## src/rtl/phys_reg_freelist.sv

```systemverilog
// phys_reg_freelist: circular FIFO of free physical registers.
//
// Rename pulls up to two registers per cycle from the head; retire returns up to two
// registers per cycle at the tail. Grants are decided on the pre-edge count only, so
// registers freed in a cycle become allocatable on the following cycle.
//
// Optional feature macro: FREELIST_CHECK_EN
//   defined   : a NUM_PHYS-bit free bitmap catches double frees, overflow frees and
//               duplicate retire pairs; offenders are dropped and set sticky fl_err.
//   undefined : no bitmap, fl_err tied 0, double frees accepted, overflow still dropped.
//
// Ports:
//   clk, rst_n            clock (rising edge), asynchronous active-low reset
//   alloc_n               registers requested by rename (0..2; 3 acts as 2)
//   alloc_gnt             request granted this cycle (combinational, all-or-nothing)
//   alloc_p_1, alloc_p_2  peek of entry[head], entry[head+1]
//   rt_flag_1/fp_i_1      retire slot 1 free request
//   rt_flag_2/fp_i_2      retire slot 2 free request
//   free_count            registers currently free (0..DEPTH)
//   fl_empty, fl_full     free_count == 0 / free_count == DEPTH
//   fl_err                sticky checker error
module phys_reg_freelist #(
  parameter int unsigned NUM_PHYS = 64,
  parameter int unsigned NUM_ARCH = 32,
  parameter int unsigned PW       = 6
) (
  input  logic          clk,
  input  logic          rst_n,
  input  logic [1:0]    alloc_n,
  output logic          alloc_gnt,
  output logic [PW-1:0] alloc_p_1,
  output logic [PW-1:0] alloc_p_2,
  input  logic          rt_flag_1,
  input  logic [PW-1:0] fp_i_1,
  input  logic          rt_flag_2,
  input  logic [PW-1:0] fp_i_2,
  output logic [PW-1:0] free_count,
  output logic          fl_empty,
  output logic          fl_full,
  output logic          fl_err
);

  localparam int unsigned DEPTH = NUM_PHYS - NUM_ARCH;
  localparam int unsigned AW    = $clog2(DEPTH);

  logic [PW-1:0] entry_q [DEPTH];
  logic [AW-1:0] head_q, head_d;
  logic [AW-1:0] tail_q, tail_d;
  logic [PW-1:0] count_q, count_d;

  logic [1:0]    eff_n;
  logic [PW-1:0] dec;
  logic [PW-1:0] base;
  logic          vld_1, vld_2;
  logic          cand_1, cand_2;
  logic          acc_1, acc_2;
  logic          ovf_1, ovf_2;
  logic          dbl_1, dbl_2, dup;

  always_comb begin
    eff_n     = (alloc_n == 2'd3) ? 2'd2 : alloc_n;
    // Gate with reset so the grant stays low while the list is held in reset.
    alloc_gnt = rst_n && (eff_n != 2'd0) && (PW'(eff_n) <= count_q);
    alloc_p_1 = entry_q[head_q];
    alloc_p_2 = entry_q[head_q + AW'(1)];
    dec       = alloc_gnt ? PW'(eff_n) : '0;
    base      = count_q - dec;
  end

  // p0 backs x0 and is never recycled.
  assign vld_1 = rt_flag_1 && (fp_i_1 != '0);
  assign vld_2 = rt_flag_2 && (fp_i_2 != '0);

`ifdef FREELIST_CHECK_EN
  logic [NUM_PHYS-1:0] map_q, map_d;
  logic                err_q, err_d;

  assign dbl_1 = vld_1 && map_q[fp_i_1];
  assign dbl_2 = vld_2 && map_q[fp_i_2];
  assign dup   = vld_1 && vld_2 && (fp_i_1 == fp_i_2);
`else
  assign dbl_1 = 1'b0;
  assign dbl_2 = 1'b0;
  assign dup   = 1'b0;
`endif

  always_comb begin
    cand_1  = vld_1 && !dbl_1;
    cand_2  = vld_2 && !dbl_2 && !dup;
    // Overflow is judged against the post-allocation count, slot 1 first.
    acc_1   = cand_1 && (base < PW'(DEPTH));
    acc_2   = cand_2 && ((base + PW'(acc_1)) < PW'(DEPTH));
    ovf_1   = cand_1 && !acc_1;
    ovf_2   = cand_2 && !acc_2;
    head_d  = head_q + AW'(dec);
    tail_d  = tail_q + AW'(acc_1) + AW'(acc_2);
    count_d = base + PW'(acc_1) + PW'(acc_2);
  end

  always_ff @(posedge clk or negedge rst_n) begin
    if (!rst_n) begin
      for (int i = 0; i < DEPTH; i++) begin
        entry_q[i] <= PW'(NUM_ARCH + i);
      end
      head_q  <= '0;
      tail_q  <= '0;
      count_q <= PW'(DEPTH);
    end else begin
      if (acc_1) begin
        entry_q[tail_q] <= fp_i_1;
      end
      if (acc_2) begin
        entry_q[tail_q + AW'(acc_1)] <= fp_i_2;
      end
      head_q  <= head_d;
      tail_q  <= tail_d;
      count_q <= count_d;
    end
  end

`ifdef FREELIST_CHECK_EN
  always_comb begin
    map_d = map_q;
    if (alloc_gnt) begin
      map_d[alloc_p_1] = 1'b0;
      if (eff_n == 2'd2) begin
        map_d[alloc_p_2] = 1'b0;
      end
    end
    if (acc_1) begin
      map_d[fp_i_1] = 1'b1;
    end
    if (acc_2) begin
      map_d[fp_i_2] = 1'b1;
    end
    err_d = err_q | dbl_1 | dbl_2 | dup | ovf_1 | ovf_2;
  end

  always_ff @(posedge clk or negedge rst_n) begin
    if (!rst_n) begin
      for (int i = 0; i < NUM_PHYS; i++) begin
        map_q[i] <= (i >= NUM_ARCH);
      end
      err_q <= 1'b0;
    end else begin
      map_q <= map_d;
      err_q <= err_d;
      if (dbl_1)        $display("freelist: double free of p%0d", fp_i_1);
      if (dbl_2)        $display("freelist: double free of p%0d", fp_i_2);
      if (dup && !dbl_2) $display("freelist: duplicate retire pair p%0d", fp_i_2);
      if (ovf_1)        $display("freelist: overflow free of p%0d", fp_i_1);
      if (ovf_2)        $display("freelist: overflow free of p%0d", fp_i_2);
    end
  end

  assign fl_err = err_q;
`else
  assign fl_err = 1'b0;
`endif

  assign free_count = count_q;
  assign fl_empty   = (count_q == '0);
  assign fl_full    = (count_q == PW'(DEPTH));

endmodule
```

## config.mk

```make
export PLATFORM = sky130hd
export DESIGN_NAME = phys_reg_freelist
export DESIGN_NICKNAME = d
export VERILOG_FILES = /design/src/rtl/phys_reg_freelist.sv
export SDC_FILE = /design/constraint.sdc
export NUM_CORES = 1
export LEC_CHECK = 0
export ABC_AREA = 1
export CAP_MARGIN = 20
export CELL_PAD_IN_SITES_DETAIL_PLACEMENT = 1
export CELL_PAD_IN_SITES_GLOBAL_PLACEMENT = 2
export CORE_MARGIN = 8
export CORE_UTILIZATION = 36
export CTS_CLUSTER_DIAMETER = 100
export DETAILED_ROUTE_END_ITERATION = 16
export PLACE_DENSITY_LB_ADDON = 0.15
export SLEW_MARGIN = 20
export SYNTH_ARGS = -nofsm -noshare
export SYNTH_HDL_FRONTEND = slang
export SYNTH_SLANG_ARGS = --single-unit
export TNS_END_PERCENT = 10
```

## constraint.sdc

```tcl
create_clock -name clk -period 5.7 [get_ports clk]
set_input_delay 0.855 -clock clk [delete_from_list [all_inputs] [get_ports clk]]
set_output_delay 0.855 -clock clk [all_outputs]
set_load 0.03 [all_outputs]
```

==> results.sh, run 1 <==
export IMPL_yosysWarnings=0
export IMPL_grt_pass1_vias=20730
export IMPL_hold_viol_final=0
export IMPL_grt_max_degree=194
export IMPL_synth_top_family_by_area="simple AND/OR/NAND/NOR gates"
export IMPL_routed_wl_um=86240
export IMPL_core_mm2=0.05109
export IMPL_io_pins=40
export IMPL_grt_pass1_wl_um=130600
export IMPL_tightest_slew_ps=1221
export IMPL_place_detailed_hpwl_um=55960
export IMPL_synth_nets=2902
export IMPL_drt_iter0_drc=1559
export IMPL_final_core_util=0.3947
export IMPL_routed_via_density=5.881
export IMPL_start_util=0.3632
export IMPL_n_fill_cell=6651
export IMPL_startpoint_type="register"
export IMPL_vdd_drop_max_mv=0.5795
export IMPL_slew_viol_final=0
export IMPL_synth_compound_area_frac=0.2219
export IMPL_grt_use_total=0.2815
export IMPL_cts_setup_buffers=0
export IMPL_nets=2796
export IMPL_clock_sinks=208
export IMPL_die_y_um=243.1
export IMPL_pre_cts_ws_ps=376.9
export IMPL_final_cells=3464
export IMPL_setup_ws_ps=693.4
export IMPL_p_leak_nw=8.665
export IMPL_vias=20370
export IMPL_p_int_mw=6.156
export IMPL_yosys_area_share_simple=0.3554
export IMPL_finalSetupViolCount=0
export IMPL_regArea_mm2=0.005351
export IMPL_sw_frac_of_total=0.5659
export IMPL_max_freq_ghz=0.1997
export IMPL_layout_min_cycle_time_ps=5007
export IMPL_async_flop_share=1.000
export IMPL_drive_above_1_share=0.1792
export IMPL_slew_headroom=0.1828
export IMPL_clockBufferDepth=3
export IMPL_synth_xor_area_frac=0.006607
export IMPL_worstPathRequired_ps=4850
export IMPL_netlist_area_mm2=0.01856
export IMPL_drc=0
export IMPL_cts_tree="built"
export IMPL_synthesis_instances=2866
export IMPL_grt_antenna_before_repair=0
export IMPL_postRouteAntennaNets=0
export IMPL_htree_num_levels=1
export IMPL_cts_hold_buf=0
export IMPL_syn_area_per_cell_um2=6.476
export IMPL_root_buffer="clkbuf_16"
export IMPL_overflow=0
export IMPL_routabilityCongestion=0.8927
export IMPL_path_max_fanout=47
export IMPL_p_seq_frac=0.202
export IMPL_synth_cell_types=39
export IMPL_synth_fa_ha_area_frac=0.01294
export IMPL_wl_per_cell_um=24.90
export IMPL_end_kind="primary output"
export IMPL_ctsResizeCount=0
export IMPL_insertion_delay_ps=610
export IMPL_synth_seq_area_share=0.2881
export IMPL_die_x_um=243.1
export IMPL_p_per_area_mw_per_mm2=703.2
export IMPL_numCtsBuffers=30
export IMPL_synth_seq_cells=208
export IMPL_multi_input_area_mm2=0.01111
export IMPL_synthMuxAreaShare=0
export IMPL_critPathKind="reg -> out"
export IMPL_dr_pass1_iters=7
export IMPL_hold_path_class="in -> async"
export IMPL_io_buffers=38
export IMPL_drv_cap=0
export IMPL_die_area_mm2=0.05907
export IMPL_placed_cells=3407
export IMPL_arrival_ps=4150
export IMPL_setup_tns_ps=0
export IMPL_clkPwrFrac=0.135
export IMPL_outcome="completed"
export IMPL_rsz0062_at_grt="false"
export IMPL_combPwrFrac=0.663
export IMPL_synthFlopType="dfstp_2"
export IMPL_netSwitchingPower_mw=8.025
export IMPL_finalCritPeriodShare=0.8783
export IMPL_clkTransAtPathRegs_ps=60
export IMPL_std_cell_rows=83
export IMPL_syn_to_final_growth_pct=8.663
export IMPL_synth_edf_count=0
export IMPL_skew_ps=26.50
export IMPL_diodes=0
layout make-up:
class                           count  share of cell area
Sequential cell                   208              0.2654
Timing Repair Buffer              102             0.04914
Multi-Input combinational cell   2183              0.5508
Inverter                          235             0.04411
Tap cell                          680             0.04219
Clock inverter                     15            0.005646
Clock buffer                       41             0.04275
metrics by stage:
stage | area (um2) | hold WS [ps] | power (mW)
after floorplan | 18560 | 498.8 | 8.690
after global placement | 19160 | 548.3 | 11.87
after detailed placement | 19160 | 567.5 | 12.09
after CTS | 20140 | 88.22 | 14.08
after global routing | 20170 | 99.16 | 15.04
final | 20170 | 104.1 | 14.18
critical path, cell delays in order (launching register included):
cell and delay (ps):
dfrtp_4 690, ha_2 430, clkinv_1 750, buf_4 510
a21oi_1 130, o21ai_0 100, nand3_1 190, nand3_1 180
nand3_1 190, and2_1 220, buf_12 130
power by group through the flow:
stage | logic, mW | clock network (mW) | registers, mW
final | 9.40 | 1.92 | 2.86
after global routing | 10.1 | 2.00 | 2.94
after CTS | 9.27 | 1.96 | 2.85
after detailed placement | 9.22 | 0 | 2.87
after global placement | 9.03 | 0 | 2.84
after floorplan | 6.05 | 0 | 2.64
cells in the mapped netlist, types with 8 or more instances:
cell      number  area [um2]
ha_1          16       200.2
inv_2         16       60.06
nand3_2        8       80.08
a21oi_1      161       805.8
dfstp_2      113        2969
nand4_2       20       250.2
o211ai_1      30       225.2
buf_4         19       142.6
nor3_1         8       40.04
o21ai_1       98       490.5
o21ai_0      367        1837
nand2_1      847        3179
nand2_2       84       525.5
buf_2         58       290.3
o21ai_2       81       709.4
buf_1          9       33.78
nand4_1      218        1364
buf_12         9       180.2
nor2_2        32       200.2
nor2_1        31       116.4
nand3_1      146       730.7
dfrtp_1       95        2377
inv_1        217       814.5
xor2_1        14       122.6
clkbuf_1     137       514.2
flip-flops by register name, summed over array words and instances, names as in the netlist:
signal / flops
free_count: 6
entry_q: 192
head_q: 5
tail_q: 5
placed cells by master, fill, tap and decap left out, types with 32 or more instances in the layout:
cell type,instances
buf_4,57
nand3_1,146
nor2_2,32
a21oi_1,161
o21ai_0,367
nand4_1,218
o21ai_1,98
nand2_2,85
dfstp_2,113
dfrtp_1,93
inv_1,216
o21ai_2,81
nand2_1,845
logic make-up (layout without fill, tap and decap cells):
kind of cell | count (synthesis) | count (layout)
flip-flops | 208 | 208
buffers and inverters | 475 | 393
AO/OA/AOI/OAI | 744 | 744
AND/OR/NAND/NOR | 1406 | 1406
other | 1 | 1
XOR/XNOR | 14 | 14
adder cells (fa/ha/maj) | 18 | 18
per-layer routing:
layer  track usage  routed length, um  up-vias  part of all wire
met5             0                  0        -                 0
met4        0.1252               4400        0             0.051
met3       0.02625               4076      173             0.047
met2        0.4548              39070      613              0.45
met1        0.3789              38690    10150              0.45
li1              -                  -     9441                 -
path summary, 6_finish.rpt:
check	startpoint	endpoint	slack, ps	cells past startpoint
hold / removal	rst_n	entry_q[54]	100	1
min in group clk	head_q[3]	head_q[3]	580	1
hold reg to reg	head_q[3]	head_q[3]	580	1
setup / recovery	head_q[0]	alloc_p_2[4]	690	10
setup reg to reg	free_count[1]	entry_q[91]	1210	24
max in group asynchronous	rst_n	entry_q[32]	3680	3
No activity file was read; power rests on OpenSTA's default activity.
==> inputs of run 2 (changes only) <==
--- a/config.mk
+++ b/config.mk
@@ -7,10 +7,10 @@
 export LEC_CHECK = 0
 export ABC_AREA = 1
 export CAP_MARGIN = 20
-export CELL_PAD_IN_SITES_DETAIL_PLACEMENT = 1
-export CELL_PAD_IN_SITES_GLOBAL_PLACEMENT = 2
+export CELL_PAD_IN_SITES_DETAIL_PLACEMENT = 0
+export CELL_PAD_IN_SITES_GLOBAL_PLACEMENT = 1
 export CORE_MARGIN = 8
-export CORE_UTILIZATION = 36
+export CORE_UTILIZATION = 46
 export CTS_CLUSTER_DIAMETER = 100
 export DETAILED_ROUTE_END_ITERATION = 16
 export PLACE_DENSITY_LB_ADDON = 0.15
==> results.sh, run 2 (synthesis results as in run 1) <==
export IMPL_outcome="completed"
export IMPL_wl_per_cell_um=22.70
export IMPL_vdd_drop_max_mv=0.5565
export IMPL_io_pins=40
export IMPL_p_per_area_mw_per_mm2=690.2
export IMPL_std_cell_rows=73
export IMPL_cts_hold_buf=0
export IMPL_syn_to_final_growth_pct=8.252
export IMPL_final_common_cell="nand2_1"
export IMPL_drc=0
export IMPL_start_util=0.4660
export IMPL_skew_ps=10.61
export IMPL_tightest_slew_ps=1277
export IMPL_p_leak_nw=8.740
export IMPL_clock_sinks=208
export IMPL_reg2reg_depth=23
export IMPL_end_kind="primary output"
export IMPL_insertion_delay_ps=570
export IMPL_startpoint_type="register"
export IMPL_drt_iter0_drc=2358
export IMPL_die_area_mm2=0.04703
export IMPL_hold_viol_final=0
export IMPL_root_buffer="clkbuf_16"
export IMPL_htree_num_levels=1
export IMPL_core_mm2=0.03982
export IMPL_layout_common_cells="845 x nand2_1, 367 x o21ai_0, 218 x nand4_1"
export IMPL_numCtsBuffers=28
export IMPL_clkTransAtPathRegs_ps=60
export IMPL_routed_via_density=6.076
export IMPL_routed_wl_um=75380
export IMPL_grt_pass1_vias=18870
export IMPL_arrival_ps=4010
export IMPL_cts_setup_buffers=0
export IMPL_grt_use_total=0.3125
export IMPL_setup_tns_ps=0
export IMPL_drv_cap=0
export IMPL_finalCritPeriodShare=0.8531
export IMPL_cts_tree="built"
export IMPL_nets=2811
export IMPL_grt_max_degree=248
export IMPL_final_cells=3321
export IMPL_holdWs_ps=453.7
export IMPL_die_x_um=216.9
export IMPL_rsz0062_at_grt="false"
export IMPL_diodes=0
export IMPL_grt_antenna_before_repair=0
export IMPL_path_max_fanout=23
export IMPL_worstPathRequired_ps=4850
export IMPL_top_register="entry_q"
export IMPL_overflow=0
export IMPL_slew_headroom=0.1457
export IMPL_clockBufferDepth=3
export IMPL_vias=20180
export IMPL_dr_pass1_iters=6
export IMPL_final_core_util=0.5045
export IMPL_power_mw=13.87
export IMPL_finalSetupViolCount=0
export IMPL_hold_path_class="in -> async"
export IMPL_place_detailed_hpwl_um=47870
export IMPL_max_freq_ghz=0.2056
export IMPL_drive_above_1_share=0.1820
export IMPL_slew_viol_final=0
export IMPL_grt_pass1_wl_um=115900
export IMPL_largest_register_ffs=192
export IMPL_io_buffers=38
export IMPL_critPathKind="reg -> out"
export IMPL_routabilityCongestion=0.9519
export IMPL_ctsResizeCount=0
export IMPL_die_y_um=216.9
export IMPL_postRouteAntennaNets=0
export IMPL_layout_min_cycle_time_ps=4863
export IMPL_placed_cells=3270
## run 2: critical path, cell delays in order, from the launching register on
cell and delay [ps]:
dfrtp_2 550, ha_2 400, clkinv_1 720, buf_4 560, a21oi_1 150, o21ai_0 140
nand3_1 220, nand3_1 170, nand3_1 120, and2_1 250, buf_12 150
## run 2: path summary, 6_finish.rpt
path                                      end           from  slack (ps)
worst min register to register      head_q[3]      head_q[3]         560
worst max-delay path             alloc_p_2[3]      head_q[1]         840
worst max register to register    entry_q[95]  free_count[1]        1410
max in group asynchronous           head_q[0]          rst_n        2980
min in group clk                    head_q[3]      head_q[3]         560
worst min-delay path            free_count[1]          rst_n         450
## run 2: area by class of cell
cell class	count	area (um2)
Sequential cell	208	5351
Timing Repair Buffer	119	1111
Clock inverter	11	157.7
Clock buffer	40	817.0
Inverter	235	888.4
Multi-Input combinational cell	2183	11110
Tap cell	525	656.9
Fill cell	4116	19730
## run 2: report_power, final
part	internal, mW	leakage, nW	switching [mW]	total, mW
logic	2.79	5.85	6.34	9.13
clock network	1.17	0.481	0.750	1.92
registers	2.28	2.41	0.537	2.82
total	6.24	8.74	7.63	13.9
## run 2: per-layer routing
layer | wire length, um | track usage | vias to the layer above
met5 | 0 | 0 | -
met2 | 33180 | 0.4802 | 993
li1 | - | - | 9481
met4 | 4079 | 0.1623 | 0
met3 | 6496 | 0.04466 | 192
met1 | 31620 | 0.4240 | 9512
## run 2: through the flow
stage,worst slack (ps),cell area (um2)
3_3_place_gp,691.5,19120
2_1_floorplan,825.4,18560
4_1_cts,931.7,20090
6_report,837.3,20090
5_1_grt,741.8,20090
3_5_place_dp,623.2,19120
